<file path="config.mk">
export PLATFORM = sky130hd
export DESIGN_NAME = spike_encoder
export DESIGN_NICKNAME = d
export VERILOG_FILES = /design/src/rtl/spike_encoder_pkg.sv /design/src/rtl/spike_lfsr.sv /design/src/rtl/spike_encoder.sv
export SDC_FILE = /design/constraint.sdc
export NUM_CORES = 1
export LEC_CHECK = 0
export ABC_AREA = 1
export CAP_MARGIN = 20
export CORE_UTILIZATION = 61
export CTS_CLUSTER_SIZE = 25
export DETAILED_ROUTE_END_ITERATION = 6
export HOLD_SLACK_MARGIN = 0.05
export PLACE_DENSITY = 0.84
export SLEW_MARGIN = 30
export SYNTH_ARGS = -nofsm -noshare
export SYNTH_HDL_FRONTEND = slang
export SYNTH_SLANG_ARGS = --single-unit
</file>
<file path="constraint.sdc">
create_clock -name clk -period 3 [get_ports clk]
set_clock_uncertainty 0.05 [all_clocks]
set_input_delay 0.9 -clock clk [delete_from_list [all_inputs] [get_ports clk]]
set_output_delay 0.9 -clock clk [all_outputs]
set_load 0.05 [all_outputs]
</file>
<file path="src/rtl/spike_encoder_pkg.sv">
// spike_encoder_pkg: shared types and constants for the spike encoder.
//   state_t   : encoder FSM states (IDLE, ENCODE, DONE)
//   LFSR_W    : width of each per-input LFSR
//   LFSR_MASK : Galois feedback mask for x^16+x^14+x^13+x^11+1
//   seed_for  : per-input seed = base rotated left by the input index
package spike_encoder_pkg;

    typedef enum logic [1:0] {IDLE, ENCODE, DONE} state_t;

    localparam int                LFSR_W    = 16;
    localparam logic [LFSR_W-1:0] LFSR_MASK = 16'hB400;

    // Distinct rotations keep the per-input streams decorrelated while
    // staying nonzero whenever the base seed is nonzero.
    function automatic logic [LFSR_W-1:0] seed_for(input int idx,
                                                   input logic [LFSR_W-1:0] base);
        int r;
        r = idx % LFSR_W;
        if (r == 0) return base;
        return (base << r) | (base >> (LFSR_W - r));
    endfunction

endpackage

</file>
<file path="src/rtl/spike_lfsr.sv">
// spike_lfsr: one 16-bit Galois LFSR used as a per-input random source.
//   clk      : clock, rising edge
//   rst      : synchronous active-high reset, loads seed
//   advance  : step the LFSR one position; otherwise it holds
//   seed     : reset value (must be nonzero)
//   rand_val : low OUT_W bits of the current LFSR state
module spike_lfsr
    import spike_encoder_pkg::*;
#(
    parameter int OUT_W = 8
) (
    input  logic              clk,
    input  logic              rst,
    input  logic              advance,
    input  logic [LFSR_W-1:0] seed,
    output logic [OUT_W-1:0]  rand_val
);

    logic [LFSR_W-1:0] lfsr;

    always_ff @(posedge clk) begin
        if (rst)
            lfsr <= seed;
        else if (advance)
            lfsr <= {1'b0, lfsr[LFSR_W-1:1]} ^ (lfsr[0] ? LFSR_MASK : '0);
    end

    assign rand_val = lfsr[OUT_W-1:0];

endmodule

</file>
<file path="src/rtl/spike_encoder.sv">
// spike_encoder: rate-coding front end for the spiking network.
// Accepts one frame of N_INPUTS pixels, then presents N_CYCLES spike vectors,
// advancing on each accepted network sample strobe, and pulses frame_done.
//   clk, rst     : clock and synchronous active-high reset
//   pix_valid    : frame on pix_data is valid
//   pix_ready    : encoder idle and able to take a frame
//   pix_data     : pixel i at bits [i*PIXEL_W +: PIXEL_W]
//   sample       : network strobe consuming the current in_spikes
//   sample_ready : in_spikes holds a valid vector
//   in_spikes    : spike vector, zero whenever sample_ready is low
//   frame_done   : one-cycle pulse after the last sample of a frame
// Build option: SPIKE_ENCODER_DETERMINISTIC_EN replaces the LFSRs with
// per-input phase accumulators whose carry-out is the spike.
module spike_encoder
    import spike_encoder_pkg::*;
#(
    parameter int                N_INPUTS  = 4,
    parameter int                PIXEL_W   = 8,
    parameter int                N_CYCLES  = 10,
    parameter int                CNT_W     = 5,
    parameter logic [LFSR_W-1:0] LFSR_SEED = 16'hACE1
) (
    input  logic                          clk,
    input  logic                          rst,
    input  logic                          pix_valid,
    output logic                          pix_ready,
    input  logic [N_INPUTS*PIXEL_W-1:0]   pix_data,
    input  logic                          sample,
    output logic                          sample_ready,
    output logic [N_INPUTS-1:0]           in_spikes,
    output logic                          frame_done
);

    state_t                           state, state_nxt;
    logic [N_INPUTS-1:0][PIXEL_W-1:0] pix_q;
    logic [CNT_W-1:0]                 cnt;
    logic                             vec_vld;
    logic [N_INPUTS-1:0]              spk;
    logic                             take, fire, last;

    assign take = (state == IDLE) && pix_valid;
    assign fire = (state == ENCODE) && sample && vec_vld;
    assign last = fire && (cnt == CNT_W'(N_CYCLES - 1));

    always_ff @(posedge clk) begin
        if (rst) state <= IDLE;
        else     state <= state_nxt;
    end

    always_comb begin
        state_nxt  = state;
        pix_ready  = 1'b0;
        frame_done = 1'b0;
        case (state)
            IDLE: begin
                pix_ready = 1'b1;
                if (pix_valid) state_nxt = ENCODE;
            end
            ENCODE: begin
                if (last) state_nxt = DONE;
            end
            DONE: begin
                frame_done = 1'b1;
                state_nxt  = IDLE;
            end
            default: state_nxt = IDLE;
        endcase
    end

    // vec_vld stays low through the ENCODE entry cycle so the first vector
    // appears one cycle after the frame is taken, and drops entering DONE.
    always_ff @(posedge clk) begin
        if (rst) begin
            cnt     <= '0;
            vec_vld <= 1'b0;
            pix_q   <= '0;
        end else begin
            vec_vld <= (state == ENCODE) && (state_nxt == ENCODE);
            if (take) begin
                pix_q <= pix_data;
                cnt   <= '0;
            end else if (fire) begin
                cnt <= cnt + CNT_W'(1);
            end
        end
    end

    // Spike vectors are a function of registered state only (latched pixels
    // plus LFSR/accumulator), so they stay stable between accepted samples.
    for (genvar i = 0; i < N_INPUTS; i++) begin : g_lane
        logic all_ones;
        assign all_ones = &pix_q[i];
`ifdef SPIKE_ENCODER_DETERMINISTIC_EN
        logic [PIXEL_W-1:0] acc;
        logic [PIXEL_W:0]   sum;
        assign sum = {1'b0, acc} + {1'b0, pix_q[i]};
        always_ff @(posedge clk) begin
            if (rst || take) acc <= '0;
            else if (fire)   acc <= sum[PIXEL_W-1:0];
        end
        // The presented spike is the carry this sample's addition produces.
        assign spk[i] = all_ones | sum[PIXEL_W];
`else
        localparam logic [LFSR_W-1:0] SEED = seed_for(i, LFSR_SEED);
        logic [PIXEL_W-1:0] rnd;
        spike_lfsr #(.OUT_W(PIXEL_W)) u_lfsr (
            .clk      (clk),
            .rst      (rst),
            .advance  (fire),
            .seed     (SEED),
            .rand_val (rnd)
        );
        assign spk[i] = all_ones | (rnd < pix_q[i]);
`endif
    end

    assign sample_ready = vec_vld;
    assign in_spikes    = vec_vld ? spk : '0;

endmodule

</file>
Word level (Yosys, flattened, before mapping)
Cells that the tools add are included.
W data, S select, Z words.

storage, ports and cells
  flip-flop bits (word level) = 104
  input port bits = 36
  logic and storage cells = 49
  output and inout bits = 7

cells by class
  add/subtract/negate cells = 1
  multiplexer cells = 10
  reduce and logical (&&, ||, !) cells = 11
  order comparisons = 4
  equality and inequality tests = 4
  bitwise operators = 8

operator list
  cell                   count
  $mux W16               4
  $xor A15 B16 Y16       4
  $lt A8 B8 Y1           4
  $reduce_and A8 Y1      4
  $add A5 B1 Y5 const B  1
  $eq A5 B4 Y1 const B   1
  $logic_and A1 B1 Y1    5
  $eq A2 B1 Y1 const B   2
  $mux W2                2
  $mux W4                1
  $or A1 B1 Y1           4
  $pmux W2 S2            1
  $eq A2 B2 Y1 const B   1
  $logic_not A2 Y1       1
  $mux W1                2
  $reduce_or A2 Y1       1

Depth between registers and ports, before layout
  word-level depth = 8
  gate-level depth with buffers = 9
  mapped depth without buffers = 9

Cells and area by module
From an unflattened synthesis, not the netlist that was laid out.

second synthesis, totals
  cells, all modules = 653
  area total of the unflattened synthesis = 5596.6 um^2

modules (own cells, without submodules)
  module         sequential area each (um^2)  area each (um^2)  cells an instance  instances
  spike_lfsr     480.5                        825.8             86                 4
  spike_encoder  800.8                        2293.4            309                1

Worst setup path after synthesis
No wires, ideal clock.

  path type = register to output
  from = register pix_q[5] (netlist bit)
  to = output in_spikes[0]
  arrival time = 1755 ps
  path buffers = 0
  slack = 295 ps
  data required time = 2050 ps
  cell stages (with the launch flop) = 8
  path through = dfxtp_1 inv_1 ha_1 a21oi_1 nor2_1 nor3_1 nand2_1 a21oi_1

between the ends
  longest elaborated chain between the ends = 3
  elaborated cells on any way between the ends = 4
  classes of those cells = 1 x order compare; 1 x mux; 1 x bitwise; 1 x reduce/logical

ends and longest elaborated chain
  item                                               line                                       text
  from (decl)                                        spike_encoder.sv:35                        logic [N_INPUTS-1:0][PIXEL_W-1:0] pix_q;
  from (signal assigned)                             spike_encoder.sv:80                        pix_q <= pix_data;
  $lt A8 B8 Y1 or $reduce_and A8 Y1 (tied branches)  spike_encoder.sv:113, spike_encoder.sv:92
  $or A1 B1 Y1 (*)                                   spike_encoder.sv:113                       assign spk[i] = all_ones | (rnd < pix_q[i]);
  $mux W4 (*)                                        spike_encoder.sv:118                       assign in_spikes = vec_vld ? spk : '0;
  to (decl)                                          spike_encoder.sv:30                        output logic [N_INPUTS-1:0] in_spikes,

Mark *: on every way between the ends. The rest lies on a longest branch, timed or not.

Worst setup path after layout
Ends and elaborated chain as after synthesis.

==> metrics <==
critical path capture point type=output port; CP required=2.05 ns; fin nets=between 600 and 700; hold slack=0.415 ns; WS Path Type=register to output port; average size of a mapped cell=7.82 um2; synthesized flop and latch total=104; vias in the first global route=about 3700; Antenna Cells=0; CP bufs+invs=2; clock transition at the registers of the reported paths=0.09 ns; actual slew at the worst max-slew pin=0.500 ns; core area=between 7000 and 8000 um2; placed cells=701; R2R setup slack=1.52 ns; Initial Util=a little over three fifths; internal power=approximately 0.0021 W; hpwl dp=6450 um; Overflow after GRT=0; maximum clock path buffer count=2; max incr delay on CP=about 0.32 ns; Layout area overhead=15.5%; Mapped Cells=582; Core Rows=31; sequential share of the synthesized area=roughly 46%; most frequent cells in the layout=nand2_1 (111), dfxtp_1 (104), nor2_1 (64), o21ai_0 (61), nand3_1 (54); Post-CTS Setup Bufs=0; CP top delay family=compound AO/OA/AOI/OAI gates; FILL cells=between 500 and 600; drt total wl=9300 um; Setup crit start=pix_q[5]$_SDFFE_PP0P_; setup TNS=0 ns; critical-path maximum fanout=3; Leak=2.18 nW; synthesized area=4550 um2; DRT antenna net count=0; end-of-flow core utilization=72.8%; RSZ-0062 raised after global routing=false; DRC viols=0; Reg area=2080 um2; largest area contributor in the netlist=dfxtp_1; Synth Net Count=648; sequential power share=roughly 53%; worst path cell trace=inv_1 > ha_1 > a21oi_1 > nor2_1 > nor3_1 > nand2_1 > a21oi_1 > buf_12; post-synth cell types=26; leading cell type in the layout, fill and taps excluded=nand2_1; clock net sink count=104; main area contributors after synthesis=dfxtp_1 (46%), nand2_1 (9.2%), ha_1 (8.3%); drt pass-1 iters=5; Worst slew margin=66.6%; total CTS buffers=9; Chip Height=88.4 um; Root Driver=clkbuf_8; share of cells above drive strength 1=approximately 5.2%; worst reg2reg startpoint=state[0]$_SDFF_PP0_; Achievable Freq=353 MHz; WL/cell=13.0 um; WP data arrival=1.88 ns; outcome=finished, final reports clean; Placer Congestion=0.782; fin crit share=94.4%; top cell type's share of synthesized area=45.8%; area occupied by multi-input gates=roughly 2100 um2; GRT Total Usage=26.1%; max-slew violation count=0; first-pass GRT wire length=15800 um; critical path's slowest cell=dfxtp_1; final worst path period need=about 2.8 ns; Comb pwr share=10.5%; CP dominant cell by count=a21oi_1; Fin. Hold Viols=0; cells on worst reg2reg path=6; Net Switching=0.000620 W; 1st-iter DRT viols=298; CP Depth=8; later-pin clock latency in the skew report=0.36 ns; PortBufs=42; DR vias/cell=5.27; number of cells in the finished layout apart from fillers=715; CP endpoint=in_spikes[0]; post-CTS sizing=0; Hold Crit Class=register to register; VDD IR max=0.324 mV; I/O pin cnt=43; H-tree levels=3; setup ws final=between 0.15 and 0.2 ns; cts hold-fix bufs=0; Clock power frac=36.0%; reg2reg end=pix_q[24]$_SDFFE_PP0P_; crit path launch type=register; synth warn=0; Vias=3765; die width=88.4 um; PwrDens=517 nW/um2; die area=7810 um2; CTS tree=done; setup violators final=0; pre-CTS setup slack=0.569 ns; initial antenna violation count=0; max-cap viol count=0; switching part of the total=22.9%; largest net degree at the start of global routing=between 60 and 70
-- through the flow --
stage          total power (W)  instance area [um2]
2_1_floorplan          0.00166                 4550
3_3_place_gp           0.00175                 5030
3_5_place_dp           0.00177                 5030
4_1_cts                0.00274                 5250
5_1_grt                0.00283                 5250
6_report               0.00272                 5250
-- worst min path at each step --
| stage | start | to | slack (ns) | depth (start not counted) |
|---|---|---|---|---|
| floorplan | g_lane[1].u_lfsr.lfsr[15]$_SDFFE_PP0P_ | g_lane[1].u_lfsr.lfsr[14]$_SDFFE_PP1P_ | 0.37 | 2 |
| detailed placement | g_lane[0].u_lfsr.lfsr[8]$_SDFFE_PP0P_ | g_lane[0].u_lfsr.lfsr[7]$_SDFFE_PP1P_ | 0.39 | 2 |
| global placement | g_lane[1].u_lfsr.lfsr[9]$_SDFFE_PP0P_ | g_lane[1].u_lfsr.lfsr[8]$_SDFFE_PP1P_ | 0.39 | 2 |
| CTS | g_lane[3].u_lfsr.lfsr[9]$_SDFFE_PP1P_ | g_lane[3].u_lfsr.lfsr[8]$_SDFFE_PP1P_ | 0.42 | 2 |
| finish | g_lane[3].u_lfsr.lfsr[9]$_SDFFE_PP1P_ | g_lane[3].u_lfsr.lfsr[8]$_SDFFE_PP1P_ | 0.41 | 2 |
| global route | g_lane[3].u_lfsr.lfsr[10]$_SDFFE_PP1P_ | g_lane[3].u_lfsr.lfsr[9]$_SDFFE_PP1P_ | 0.44 | 2 |
-- state kept, by name, indices dropped and copies added, names as in the netlist --
signal              flops
sample_ready            1
state                   2
pix_q                  32
cnt                     5
g_lane.u_lfsr.lfsr     64
-- cell usage after synthesis, drive strengths merged --
library cell and number:
o211ai 5, o21a 1, buf 23, clkbuf 8
xnor2 12, o21ai 65, ha 30, nand2 112
or2 1, inv 54, nor3b 1, nor2 64
a211oi 5, a21oi 28, dfxtp 104, nor3 10
nand4 1, nor4 4, nand3 54
-- power by group through the flow --
| stage | clock network [W] | logic (W) | registers, W |
|---|---|---|---|
| floorplan | 0 | 0.000179 | 0.00148 |
| global placement | 0 | 0.000271 | 0.00148 |
| detailed placement | 0 | 0.000285 | 0.00148 |
| CTS | 0.000997 | 0.000288 | 0.00145 |
| global route | 0.00105 | 0.000324 | 0.00146 |
| finish | 0.000979 | 0.000286 | 0.00145 |
-- routing by layer --
layer / global-route usage (%) / vias up / part of all wire, %
met4: 5.57 / 0 / 1.3
li1: - / 1960 / -
met1: 31.1 / 1722 / 45
met5: 0 / - / 0
met3: 6.34 / 8 / 4.5
met2: 47.8 / 75 / 49
-- worst reg2reg max path: stages (launching register included) --
cell	delay (ns)
dfxtp_1	0.36
nor2_1	0.17
nand2_2	0.09
inv_1	0.31
buf_12	0.21
nand3_1	0.14
nand2_1	0.09
-- final cells by class --
| class | instances | share of cell area (%) |
|---|---|---|
| sequential | 104 | 39.6 |
| multi-input combinational | 393 | 39.6 |
| timing repair buffer | 51 | 10.3 |
| inverter | 54 | 3.86 |
| clock buffer | 10 | 2.43 |
| tap | 99 | 2.36 |
| clock inverter | 4 | 1.81 |
-- kinds of logic (layout without fill, tap and decap cells) --
family	after synthesis	count (layout)	synth area share (%)
simple gates	247	247	23.2
compound gates	104	104	12.0
flops	104	104	45.8
buf+inv	85	119	8.47
fa+ha+maj	30	30	8.25
xor+xnor	12	12	2.31
No activity file was read; power rests on OpenSTA's default activity.
